### src/rtl/pc_pkg.sv
// ---------------------------------------------------------------------------
// pc_pkg -- shared declarations for the fetch-address sequencer.
//
// Contents:
//   pc_state_e             : sequencer state (BOOT after reset, RUN otherwise)
//   PC_ADDR_W_DEFAULT      : default fetch-address width
//   PC_EXC_VECTOR_DEFAULT  : default exception vector (32-bit, truncated by
//                            the sequencer to its own ADDR_W)
//   pc_addr_t              : fetch address at the default width
//   pc_step                : modulo-2^W address increment helper
//
// A package cannot take parameters, so pc_addr_t is fixed at the default
// width; modules built with another ADDR_W declare logic [ADDR_W-1:0].
// ---------------------------------------------------------------------------
package pc_pkg;

    typedef enum logic {
        BOOT = 1'b0,
        RUN  = 1'b1
    } pc_state_e;

    localparam int          PC_ADDR_W_DEFAULT     = 32;
    localparam logic [31:0] PC_EXC_VECTOR_DEFAULT = 32'h0000_0020;

    typedef logic [PC_ADDR_W_DEFAULT-1:0] pc_addr_t;

    // Address increment; overflow wraps silently at all-ones.
    function automatic pc_addr_t pc_step(input pc_addr_t addr, input pc_addr_t step);
        return addr + step;
    endfunction

endpackage

### src/rtl/pc_redirect_buf.sv
// ---------------------------------------------------------------------------
// pc_redirect_buf -- single-entry branch/jump target buffer.
//
// Holds one redirect target that could not be applied yet (the fetch was
// stalled). A newer load overwrites the stored target; clear empties it.
// Load takes priority over clear.
//
// Ports:
//   clk        in   clock
//   srst       in   synchronous active-high reset (empties the buffer)
//   load       in   store load_addr and mark pending
//   load_addr  in   target to store
//   clear      in   drop the buffered target
//   pending    out  a target is buffered
//   target     out  buffered target (meaningful only while pending)
// ---------------------------------------------------------------------------
module pc_redirect_buf #(
    parameter int ADDR_W = 32
) (
    input  logic              clk,
    input  logic              srst,
    input  logic              load,
    input  logic [ADDR_W-1:0] load_addr,
    input  logic              clear,
    output logic              pending,
    output logic [ADDR_W-1:0] target
);

    logic              pending_reg;
    logic [ADDR_W-1:0] target_reg;

    always_ff @(posedge clk) begin
        if (srst) begin
            pending_reg <= 1'b0;
            target_reg  <= '0;
        end else if (load) begin
            pending_reg <= 1'b1;
            target_reg  <= load_addr;
        end else if (clear) begin
            pending_reg <= 1'b0;
        end
    end

    assign pending = pending_reg;
    assign target  = target_reg;

endmodule

### src/rtl/pc_sequencer.sv
// ---------------------------------------------------------------------------
// pc_sequencer -- fetch-address sequencer (program counter) for the MIPS core.
//
// Holds the current fetch address, advances it by STEP on each accepted
// fetch, applies branch/jump redirects (buffering one across stalls) and
// vectors to EXC_VECTOR on an exception while capturing EPC.
//
// Parameters:
//   ADDR_W      address width in bits
//   STEP        increment per sequential advance
//   RESET_ADDR  cur_addr after reset
//   EXC_VECTOR  exception target, truncated to ADDR_W
//
// Ports:
//   clk               in   clock, all state updates on rising edge
//   reset             in   synchronous active-high reset
//   stall             in   hazard stall, blocks sequential/redirect advance
//   fetch_ready       in   instruction memory accepts cur_addr this cycle
//   fetch_valid       out  cur_addr is a valid fetch request
//   cur_addr          out  current fetch address
//   next_addr         out  registered cur_addr + STEP
//   redirect_valid    in   branch/jump taken this cycle
//   redirect_addr     in   redirect target
//   redirect_pending  out  a redirect target is buffered, not yet applied
//   exc_valid         in   exception: flush and vector (ignored in BOOT)
//   epc               out  cur_addr captured at the last exception
//   in_delay_slot     out  cur_addr is a branch delay slot
//                          (port exists only with PC_DELAY_SLOT_EN)
//
// Build option PC_DELAY_SLOT_EN: a redirect taken on an advance first steps
// into the delay slot (cur_addr + STEP) and jumps on the following advance.
// ---------------------------------------------------------------------------
module pc_sequencer
    import pc_pkg::*;
#(
    parameter int               ADDR_W     = 32,
    parameter int               STEP       = 1,
    parameter logic [ADDR_W-1:0] RESET_ADDR = '0,
    parameter logic [31:0]      EXC_VECTOR = PC_EXC_VECTOR_DEFAULT
) (
    input  logic              clk,
    input  logic              reset,
    input  logic              stall,
    input  logic              fetch_ready,
    output logic              fetch_valid,
    output logic [ADDR_W-1:0] cur_addr,
    output logic [ADDR_W-1:0] next_addr,
    input  logic              redirect_valid,
    input  logic [ADDR_W-1:0] redirect_addr,
    output logic              redirect_pending,
    input  logic              exc_valid,
    output logic [ADDR_W-1:0] epc
`ifdef PC_DELAY_SLOT_EN
    ,
    output logic              in_delay_slot
`endif
);

    localparam logic [ADDR_W-1:0] STEP_A = ADDR_W'(STEP);
    localparam logic [ADDR_W-1:0] EXC_A  = ADDR_W'(EXC_VECTOR);

    pc_state_e         state_reg;
    logic              fetch_valid_reg;
    logic [ADDR_W-1:0] cur_addr_reg;
    logic [ADDR_W-1:0] cur_addr_next;
    logic [ADDR_W-1:0] next_addr_reg;
    logic [ADDR_W-1:0] epc_reg;

    logic              advance;
    logic              exc_take;

    logic              buf_load;
    logic              buf_clear;
    logic              buf_pending;
    logic [ADDR_W-1:0] buf_target;

`ifdef PC_DELAY_SLOT_EN
    logic              slot_reg;
    logic              slot_next;
`endif

    // fetch_valid_reg always equals (state_reg == RUN); it is kept as its
    // own flop so the output comes straight from a register.
    assign advance  = fetch_valid_reg & fetch_ready & ~stall;
    assign exc_take = exc_valid & (state_reg == RUN);

    // -----------------------------------------------------------------------
    // Next-address selection: exception > redirect (buffered or incoming)
    // > sequential.
    // -----------------------------------------------------------------------
    always_comb begin
        cur_addr_next = cur_addr_reg;
        buf_load      = 1'b0;
        buf_clear     = 1'b0;
`ifdef PC_DELAY_SLOT_EN
        slot_next     = slot_reg;
`endif

        if (exc_take) begin
            // Flush: any buffered target (and a delay slot) is discarded.
            cur_addr_next = EXC_A;
            buf_clear     = 1'b1;
`ifdef PC_DELAY_SLOT_EN
            slot_next     = 1'b0;
`endif
        end else begin
`ifdef PC_DELAY_SLOT_EN
            if (slot_reg) begin
                // Sitting on the slot: redirects are ignored, the next
                // accepted fetch jumps to the target latched on entry.
                if (advance) begin
                    cur_addr_next = buf_target;
                    buf_clear     = 1'b1;
                    slot_next     = 1'b0;
                end
            end else if (advance && (redirect_valid || buf_pending)) begin
                // Step into the delay slot. A newly arriving target replaces
                // any buffered one; otherwise the buffered target is kept.
                cur_addr_next = cur_addr_reg + STEP_A;
                buf_load      = redirect_valid;
                slot_next     = 1'b1;
            end else if (redirect_valid) begin
                buf_load = 1'b1;
            end else if (advance) begin
                cur_addr_next = cur_addr_reg + STEP_A;
            end
`else
            if (advance && redirect_valid) begin
                // Incoming target wins over anything buffered.
                cur_addr_next = redirect_addr;
                buf_clear     = 1'b1;
            end else if (redirect_valid) begin
                buf_load = 1'b1;
            end else if (advance && buf_pending) begin
                cur_addr_next = buf_target;
                buf_clear     = 1'b1;
            end else if (advance) begin
                cur_addr_next = cur_addr_reg + STEP_A;
            end
`endif
        end
    end

    // -----------------------------------------------------------------------
    // State and registered outputs.
    // -----------------------------------------------------------------------
    always_ff @(posedge clk) begin
        if (reset) begin
            state_reg       <= BOOT;
            fetch_valid_reg <= 1'b0;
            cur_addr_reg    <= RESET_ADDR;
            next_addr_reg   <= RESET_ADDR + STEP_A;
            epc_reg         <= '0;
`ifdef PC_DELAY_SLOT_EN
            slot_reg        <= 1'b0;
`endif
        end else begin
            // BOOT lasts exactly one cycle.
            state_reg       <= RUN;
            fetch_valid_reg <= 1'b1;
            cur_addr_reg    <= cur_addr_next;
            // Tracks cur_addr every cycle, so it only moves when cur_addr does.
            next_addr_reg   <= cur_addr_next + STEP_A;
            if (exc_take) begin
                epc_reg <= cur_addr_reg;
            end
`ifdef PC_DELAY_SLOT_EN
            slot_reg        <= slot_next;
`endif
        end
    end

    pc_redirect_buf #(
        .ADDR_W (ADDR_W)
    ) u_redirect_buf (
        .clk       (clk),
        .srst      (reset),
        .load      (buf_load),
        .load_addr (redirect_addr),
        .clear     (buf_clear),
        .pending   (buf_pending),
        .target    (buf_target)
    );

    assign fetch_valid      = fetch_valid_reg;
    assign cur_addr         = cur_addr_reg;
    assign next_addr        = next_addr_reg;
    assign epc              = epc_reg;
    assign redirect_pending = buf_pending;
`ifdef PC_DELAY_SLOT_EN
    assign in_delay_slot    = slot_reg;
`endif

endmodule
### config.mk
export PLATFORM = sky130hd
export DESIGN_NAME = pc_sequencer
export DESIGN_NICKNAME = d
export VERILOG_FILES = /design/src/rtl/pc_pkg.sv /design/src/rtl/pc_redirect_buf.sv /design/src/rtl/pc_sequencer.sv
export SDC_FILE = /design/constraint.sdc
export NUM_CORES = 1
export LEC_CHECK = 0
export BUFFER_PORTS_ARGS = -buffer_cell sky130_fd_sc_hd__buf_4
export CAP_MARGIN = 20
export CORE_UTILIZATION = 35
export DETAILED_ROUTE_END_ITERATION = 6
export GPL_ROUTABILITY_DRIVEN = 0
export PLACE_DENSITY = 0.53
export SLEW_MARGIN = 10
export SYNTH_ARGS = -nofsm -noshare
export SYNTH_HDL_FRONTEND = slang
export SYNTH_SLANG_ARGS = --single-unit
### constraint.sdc
create_clock -name clk -period 5.93 [get_ports clk]
set_input_delay 1.186 -clock clk [delete_from_list [all_inputs] [get_ports clk]]
set_output_delay 1.186 -clock clk [all_outputs]
set_load 0.01 [all_outputs]
==> impl_results.md <==
- Status: finished with violations
- Failing checks: design-rule violations
- DIE AREA: a little under 20000 um2
- Delay-heaviest family, CP: simple AND/OR/NAND/NOR gates
- Initial antenna violation count: 0
- Critical path's slowest cell: nor4_1
- Initial core utilization: 0.361
- Yosys top cell area share: 0.396
- Max Cap Violations: 0
- Worst Hold Class: register to register
- Synth area leader: dfxtp_1
- Root Driver: clkbuf_16
- Clk buf depth: 2
- TritonRoute pass-1 iters: 7
- Worst-path clk slew: 0.06 ns
- Worst hold path depth: 2
- # setup viols final: 0
- Comb pwr share: 0.118
- Register area share after synthesis: 0.396
- Residual DRC: 10
- Hold-fix buffers, CTS: 0
- CTS tree: done
- Synth warn: 0
- CP bufs+invs: 1
- Period utilization: 0.715
- Setup CP Type: input port to register
- Via-per-instance ratio: 5.57
- CP most frequent cell: nor4_1
- Io pins: 136
- Worst reg2reg path depth: 9
- Setup TNS: 0 ns
- # H-tree levels: 4
- Number of global-route vias before repair: 6175
- R2R Path End: next_addr[27]
- Worst skew pair latency: about 0.43 ns
- Critical Path Source Type: input port
- Crit end category: register
- FF-to-FF setup slack: between 1.5 and 2 ns
- Primary FF master, synth: dfxtp_1
- PD cells: 280 nW/um2
- Filler Cell Count: 1867
- CP peak stage delay: between 0.5 and 0.6 ns
- Diodes inserted: 0
- Req. time, crit path: 6.24 ns
- Fin. max-slew vios: 0
- Placement Rows: 49
- Synth Instances: 863
- Final #Nets: around 1000
- Crit path time final: 4.24 ns
- CTS Sinks: 130
- Register area: 2600 um2
- EDFF count, synth: 0
- Final ANT Viol Nets: 0
- I/O Buffers: 135
- Multi-input logic area: 3670 um2
- Register bit total from synthesis: 130
- Fraction of layout cells with a size suffix above 1: 0.211
- Min Hold Slack: 0.451 ns
- Syn Area/Cell: between 7 and 8 um2
- DR WL/cell: 18.9 um
- Final Core Density: 0.455
- Synth unique cells: 71
- Post-cts sizing count: 0
- Register share of total power: 0.414
- GRT Total Usage: 0.237
- Setup slack at placement: 1.33 ns
- Mapped Area: 6570 um2
- Worst-path maximum fanout: 13
- Worst-path cell chain: buf_4, nand4b_1, or3_1, nor3_1, o31ai_1, nor4_1, nand2_1, nor4_1, mux2_2
- Worst reg2reg startpoint: cur_addr[0]
- Sw Pwr: 0.000634 W
- Power share of the clock group: 0.468
- Most frequent cells in the layout: 189 x nand2_1, 145 x buf_4, 130 x dfxtp_1
- Slew Limit Headroom: 0.288
- Setup crit end: next_addr[27]
- Final hold viol count: 0
- VDD IR max: 0.184 mV
- Leakage power: between 3 and 4 nW
- Top area cells in the synthesized netlist: dfxtp_1 40%, nand2_1 11%, a21oi_1 6.2%, nor2_1 4.1%, nor4_1 3.0%
- Async SR Flop Fraction: 0
- Commonest non-fill, non-tap cell in the layout: nand2_1
- Switching Share: 0.273
- Max frequency: 236 MHz
- Area Growth Syn to Fin: 26.0%
- Arrival time of the worst setup path: 4.55 ns
- Routed vias: 6706
- Worst setup margin: 1.69 ns
- Power Total: 0.00232 W
- RSZ-0062 raised after global routing: no
- Largest net degree at the start of global routing: 75
- Net count after synthesis: approximately 900
- Core Footprint: 18200 um2
- Number of post-CTS setup repair buffers: 0
- Least-Margin Pin Slew: 1.05 ns
- Num CTS Buffers: 17
- Total routed wirelength: 22700 um
- Clock Skews: 0.00994 ns
- Crit path from: stall
- Die Wd: between 100 and 150 um
- Levels on crit path: 9
- Chip height: 139 um
- Global-route wire length before repair: ~36000 um
- GRT Residual Overflow: 0
- DRT iter0 DRCs: 545
- Final HPWL DP: roughly 16000 um
- Power Internal: 0.00169 W
worst min-delay path, delay by kind of cell, from the launching register on:
kind            cells  cell delay (ns)
compound gates      1             0.05
flops               1             0.30
simple gates        1             0.05
cell families after synthesis:
family,after synthesis,synth area share
mux,14,0.0236
buf+inv,74,0.0478
xor+xnor,22,0.0293
flops,130,0.396
fa+ha+maj,2,0.00381
simple gates,439,0.321
compound gates,182,0.179
power by group through the flow:
| stage | registers (W) | logic (W) | clock network [W] |
|---|---|---|---|
| 2_1_floorplan | 0.000964 | 0.000159 | 0 |
| 3_3_place_gp | 0.000978 | 0.000273 | 0 |
| 3_5_place_dp | 0.000977 | 0.000273 | 0 |
| 4_1_cts | 0.000958 | 0.000274 | 0.00110 |
| 5_1_grt | 0.000964 | 0.000301 | 0.00114 |
| 6_report | 0.000960 | 0.000275 | 0.00109 |
routing by layer:
| metal | vias to the layer above | track usage | routed length [um] |
|---|---|---|---|
| li1 | 3290 | - | - |
| met1 | 3097 | 0.350 | 11200 |
| met2 | 288 | 0.342 | 9520 |
| met3 | 31 | 0.0442 | 1650 |
| met4 | 0 | 0.0801 | 368 |
| met5 | - | 0 | 0 |
Yosys cell counts (4+ instances only):
cell type	n
a31oi_1	18
nand4_1	24
nand3_1	33
a211oi_1	7
and2_1	8
nor2_1	71
nor4_1	31
a211o_1	8
xnor2_1	11
dfxtp_1	130
o31ai_1	12
nand2_1	189
xor2_1	11
buf_1	4
mux2_2	11
a21oi_1	82
buf_2	20
nor3_1	26
and3_1	9
o21ai_0	15
or4_1	4
or3_1	8
nand3b_1	5
a311oi_1	5
nand2b_1	6
inv_1	8
clkbuf_1	39
how the worst min path moves through the flow:
stage	start	end	slack, ns
after CTS	u_redirect_buf.target[0]	u_redirect_buf.target[0]	0.45
after global routing	u_redirect_buf.target[30]	u_redirect_buf.target[30]	0.47
after floorplan	u_redirect_buf.target[0]	u_redirect_buf.target[0]	0.43
after detailed placement	u_redirect_buf.target[0]	u_redirect_buf.target[0]	0.44
final	u_redirect_buf.target[4]	u_redirect_buf.target[4]	0.45
after global placement	u_redirect_buf.target[0]	u_redirect_buf.target[0]	0.44
cell type report:
type / count / share of cell area
flip-flops and latches: 130 / 0.314
multi-input cells: 659 / 0.443
inverters: 9 / 0.00408
well taps: 229 / 0.0346
repair buffers: 145 / 0.131
clock inverters: 14 / 0.0214
clock buffers: 18 / 0.0518
metrics by stage:
step / area (um2) / cells
final: 8280 / 1204
after global routing: 8280 / 1204
after CTS: 8280 / 1204
after detailed placement: 7680 / 1172
after global placement: 7680 / 1172
after floorplan: 6570 / 863
Power figures use the tool's default switching activity.
